### src/rtl/cpu_result_uart_logger.sv
// cpu_result_uart_logger: logs CPU result words through a FIFO as LSB-first UART frames
// Ports: clk, rst_n (async active-low); ena freezes all state; cap_valid/cap_data push a word;
// clr_ovf clears the sticky overflow flag; tx_out serial line (idle high); tx_busy frame in progress;
// fifo_count stored unsent words; overflow set when a capture meets a full FIFO.
// Define LOGGER_PARITY_EN to insert an even-parity bit between the data bits and the stop bit.
module cpu_result_uart_logger #(
    parameter int DEPTH        = 4,
    parameter int CLKS_PER_BIT = 4
) (
    input  logic                    clk,
    input  logic                    rst_n,
    input  logic                    ena,
    input  logic                    cap_valid,
    input  logic [7:0]              cap_data,
    input  logic                    clr_ovf,
    output logic                    tx_out,
    output logic                    tx_busy,
    output logic [$clog2(DEPTH):0]  fifo_count,
    output logic                    overflow
);
    localparam int AW = $clog2(DEPTH);
    localparam int BW = $clog2(CLKS_PER_BIT);
    typedef enum logic [2:0] {IDLE, START, DATA, PARITY, STOP} state_t;
    state_t        state_q, state_d;
    logic [BW-1:0] baud_q, baud_d;
    logic [2:0]    bit_q, bit_d;
    logic [7:0]    shift_q, shift_d;
    logic [AW-1:0] wr_q, wr_d, rd_q, rd_d;
    logic [AW:0]   count_q, count_d;
    logic          ovf_q, ovf_d, tx_q, tx_d, busy_q, busy_d;
    logic [7:0]    mem_q [DEPTH];
    logic          full, push, pop, last;
`ifdef LOGGER_PARITY_EN
    logic          par_q, par_d;
`endif
    always_comb begin
        full    = count_q == (AW+1)'(DEPTH);
        push    = cap_valid && !full;
        pop     = state_q == IDLE && count_q != '0;
        last    = baud_q == BW'(CLKS_PER_BIT - 1);
        wr_d    = wr_q + AW'(push);
        rd_d    = rd_q + AW'(pop);
        count_d = count_q + (AW+1)'(push) - (AW+1)'(pop);
        // a drop at the same edge as a clear keeps the flag set
        ovf_d   = (cap_valid && full) || (ovf_q && !clr_ovf);
        baud_d  = (state_q == IDLE || last) ? '0 : baud_q + BW'(1);
        state_d = state_q;
        bit_d   = bit_q;
        shift_d = shift_q;
`ifdef LOGGER_PARITY_EN
        par_d   = par_q;
`endif
        if (pop) begin
            state_d = START;
            shift_d = mem_q[rd_q];
            bit_d   = '0;
`ifdef LOGGER_PARITY_EN
            par_d   = ^mem_q[rd_q];
`endif
        end else if (state_q != IDLE && last) begin
            case (state_q)
                START: state_d = DATA;
                DATA: begin
                    shift_d = shift_q >> 1;
                    bit_d   = bit_q + 3'd1;
`ifdef LOGGER_PARITY_EN
                    if (bit_q == 3'd7) state_d = PARITY;
`else
                    if (bit_q == 3'd7) state_d = STOP;
`endif
                end
`ifdef LOGGER_PARITY_EN
                PARITY: state_d = STOP;
`endif
                default: state_d = IDLE;
            endcase
        end
        busy_d = state_d != IDLE;
        // tx_out is registered from the next state so the line never sees cap_* combinationally
`ifdef LOGGER_PARITY_EN
        tx_d = state_d == START ? 1'b0 : state_d == DATA ? shift_d[0] : state_d == PARITY ? par_d : 1'b1;
`else
        tx_d = state_d == START ? 1'b0 : state_d == DATA ? shift_d[0] : 1'b1;
`endif
    end
    always_ff @(posedge clk or negedge rst_n) begin
        if (!rst_n) begin
            state_q <= IDLE;
            baud_q  <= '0;
            bit_q   <= '0;
            shift_q <= '0;
            wr_q    <= '0;
            rd_q    <= '0;
            count_q <= '0;
            ovf_q   <= 1'b0;
            tx_q    <= 1'b1;
            busy_q  <= 1'b0;
`ifdef LOGGER_PARITY_EN
            par_q   <= 1'b0;
`endif
        end else if (ena) begin
            state_q <= state_d;
            baud_q  <= baud_d;
            bit_q   <= bit_d;
            shift_q <= shift_d;
            wr_q    <= wr_d;
            rd_q    <= rd_d;
            count_q <= count_d;
            ovf_q   <= ovf_d;
            tx_q    <= tx_d;
            busy_q  <= busy_d;
`ifdef LOGGER_PARITY_EN
            par_q   <= par_d;
`endif
        end
    end
    always_ff @(posedge clk) begin
        if (ena && push) mem_q[wr_q] <= cap_data;
    end
    assign tx_out     = tx_q;
    assign tx_busy    = busy_q;
    assign fifo_count = count_q;
    assign overflow   = ovf_q;
endmodule

### config.mk
export PLATFORM = sky130hd
export DESIGN_NAME = cpu_result_uart_logger
export DESIGN_NICKNAME = d
export VERILOG_FILES = /design/src/rtl/cpu_result_uart_logger.sv
export SDC_FILE = /design/constraint.sdc
export NUM_CORES = 1
export LEC_CHECK = 0
export CAP_MARGIN = 10
export CORE_UTILIZATION = 57
export DETAILED_ROUTE_END_ITERATION = 8
export PLACE_DENSITY = 0.82
export SLEW_MARGIN = 20
export SYNTH_ARGS = -nofsm -noshare
export SYNTH_HDL_FRONTEND = slang
export SYNTH_SLANG_ARGS = --single-unit
### constraint.sdc
create_clock -name clk -period 2.9 [get_ports clk]
set_input_delay 0.58 -clock clk [delete_from_list [all_inputs] [get_ports clk]]
set_output_delay 0.58 -clock clk [all_outputs]
set_load 0.1 [all_outputs]
==> summary.md <==
| Metric | Value |
|---|---|
| CTS Buffer Depth | 2 |
| Setup tns final | 0 ps |
| Antenna violations before repair | 0 |
| H-tree depth | 3 |
| Clock share of power | 0.243 |
| Area contributors post-synth | edfxtp_1, dfrtp_1, mux4_2 |
| First-pass GRT wire length | between 7000 and 8000 um |
| Synth cell types | between 40 and 50 |
| Placer Congestion | between 0.7 and 0.8 |
| Req. time, crit path | 3130 ps |
| Die W | ~69 um |
| Diode count | 0 |
| Syn avg cell area | around 15 um2 |
| Most used DFF post-synth | edfxtp_1 |
| Initial Util | 0.612 |
| Final worst slack | ~450 ps |
| Worst Max-Slew Pin Slew | between 500 and 600 ps |
| F_max | around 410 MHz |
| Worst Hold Class | reg -> reg |
| Grt ovf | 0 |
| Pint | 1.93 mW |
| IO Pins | 19 |
| Area Overhead vs Synth | 17.3% |
| Critical Path Max Stage Delay | approximately 440 ps |
| Iter 0 DRT Violations | approximately 110 |
| CTS Buf Count | 9 |
| Post-CTS Setup Inserts | 0 |
| Hold Buf Count CTS | 0 |
| Detail Route Antenna Nets | 0 |
| FFs w/ async S/R, synth | 0.448 |
| Most frequent cell after synthesis | edfxtp_1 |
| Crit path time final | ~2500 ps |
| CP Cell Sequence | or3_1, nand2_2, inv_1, ha_1, inv_1, ha_1, fa_1, xnor2_1, nand2_1, xnor2_1 |
| Area of the core | a little over 0.004 mm2 |
| DR pass1 iterations | 5 |
| Die ar. | approximately 0.0047 mm2 |
| Top cell type's share of synthesized area | 0.379 |
| Pre-CTS setup slack | around 240 ps |
| Synth area leader | edfxtp_1 |
| Final slew viol count | 0 |
| Largest net degree at the start of global routing | 27 |
| Pleak | approximately 1.1 nW |
| Die Span Y | between 60 and 70 um |
| Clk sinks | between 50 and 60 |
| Switch Pwr | between 1 and 1.5 mW |
| Core Rows | 23 |
| Cell Area, Synth | 0.00254 mm2 |
| Status | completed |
| EDFF count, synth | 32 |
| Design area | a little under 0.003 mm2 |
| Pwr dens | 1040 mW/mm2 |
| Clock Pin Slew Worst Setup and Hold Paths | ~80 ps |
| CP max stage cell | dfrtp_2 |
| Power Total | just over 3 mW |
| Clk_lat worst skew | around 340 ps |
| Mapped Nets | a little under 200 |
| Drc violations | 0 |
| Syn Inst Count | around 170 |
| IR drop worst, VDD | ~0.70 mV |
| CP endpoint kind | register |
| Synth top cells by count | edfxtp_1, dfrtp_1, nand2_1, inv_1, nor2_1 |
| Worst reg2reg setup slack | about 450 ps |
| RSZ-0062 raised after global routing | no |
| Switching Fraction | 0.378 |
| Final Setup Violations | 0 |
| Worst EP arrival | between 2000 and 3000 ps |
| Flop pwr share | 0.423 |
| Avg WL per Cell | approximately 18 um |
| CTS tree | done |
| Slew HR | 0.626 |
| Comb pwr share | 0.334 |
| Fraction of layout cells with a size suffix above 1 | 0.251 |
| Post-CTS Resized | 0 |
| Crit path kind | reg -> reg |
| Nets | approximately 220 |
| Routed vias/inst | 5.98 |
| Vias | around 1,500 |
| Port Buf Inserts | 18 |
| Period Utilization, post-route | 0.845 |
| Flops & latches, synth | 58 |
| Sequential share of the synthesized area | 0.636 |
| Final Hold Viols | 0 |
| DP Area | roughly 0.0028 mm2 |
| Post-DP HPWL | between 3000 and 4000 um |
| Worst Setup Start Kind | register |
| Min Hold Slack | 504 ps |
| Maxcap violations | 0 |
| Vias in the first global route | between 1,500 and 2,000 |
| Total global-route track usage | 0.237 |
| Root Buffer | clkbuf_8 |
| Ys Warns | 0 |
| Layout Skew | 9.73 ps |
| Routed WL | approximately 4600 um |
| Worst-path maximum fanout | 5 |
-- sequential cells by signal (all words and copies together), names as in the netlist, 2 cells and up --
register    flops
mem_q          32
shift_q         8
rd_q            2
bit_q           3
fifo_count      3
state_q         3
wr_q            2
baud_q          2
-- power by group through the flow --
stage	sequential [mW]	combinational [mW]	clock [mW]
after detailed placement	1.32	1.04	0
after global routing	1.34	1.12	0.808
after global placement	1.30	0.982	0
final	1.31	1.04	0.754
after floorplan	1.48	0.615	0
after CTS	1.31	1.04	0.767
-- layout make-up --
class                   count  area, um2
flip-flops and latches     58       1620
fillers                   279       1170
multi-input cells          97        832
repair buffers             26        225
clock buffers               9        124
clock inverters             7       80.1
well taps                  50       62.6
inverters                  10       37.5
-- cells in the final DEF (no fill, tap or decap), types with 2 or more instances in the layout --
cell type / instances
xnor2_1: 4
edfxtp_1: 32
ha_1: 7
nor3_1: 5
clkinvlp_4: 2
mux4_2: 8
o22ai_1: 7
nor2_1: 10
clkdlybuf4s50_1: 12
mux2_2: 2
nand3_1: 3
buf_4: 14
a32o_1: 3
a2bb2oi_1: 8
clkinv_4: 4
dfrtp_1: 23
nand2_2: 2
o21ai_0: 6
clkbuf_8: 9
dfrtp_2: 2
inv_1: 10
nand2_1: 11
-- cell families after synthesis --
kind of cell | after synthesis | share of synthesized area
mux | 11 | 0.0838
flops | 58 | 0.636
xor+xnor | 4 | 0.0138
compound gates | 33 | 0.102
fa+ha+maj | 8 | 0.0424
simple gates | 41 | 0.0858
buf+inv | 17 | 0.0365
-- worst paths after layout --
| kind | depth (start not counted) | start | to |
|---|---|---|---|
| max in group asynchronous | 2 | rst_n | tx_out |
| hold / removal | 1 | shift_q[7] | shift_q[7] |
| min in group asynchronous | 2 | rst_n | state_q[0] |
| setup / recovery | 10 | fifo_count[2] | fifo_count[2] |
| hold reg to reg | 1 | shift_q[7] | shift_q[7] |
| setup reg to reg | 10 | fifo_count[2] | fifo_count[2] |
-- per-layer routing --
metal	track usage	part of all wire
met5	0	0
met2	0.379	0.51
met4	0.105	0.016
met1	0.286	0.43
met3	0.0921	0.045
-- metrics by stage --
step,utilization,std cells
finish,0.718,257
global route,0.718,257
CTS,0.718,257
detailed placement,0.669,241
global placement,0.669,241
floorplan,-,172
-- critical path, delay by kind of cell (launching register included) --
kind	cells	cell delay [ps]
simple gates	3	590
fa+ha+maj	3	870
flops	1	440
buf+inv	2	140
xor+xnor	2	300
Power figures use the tool's default switching activity.
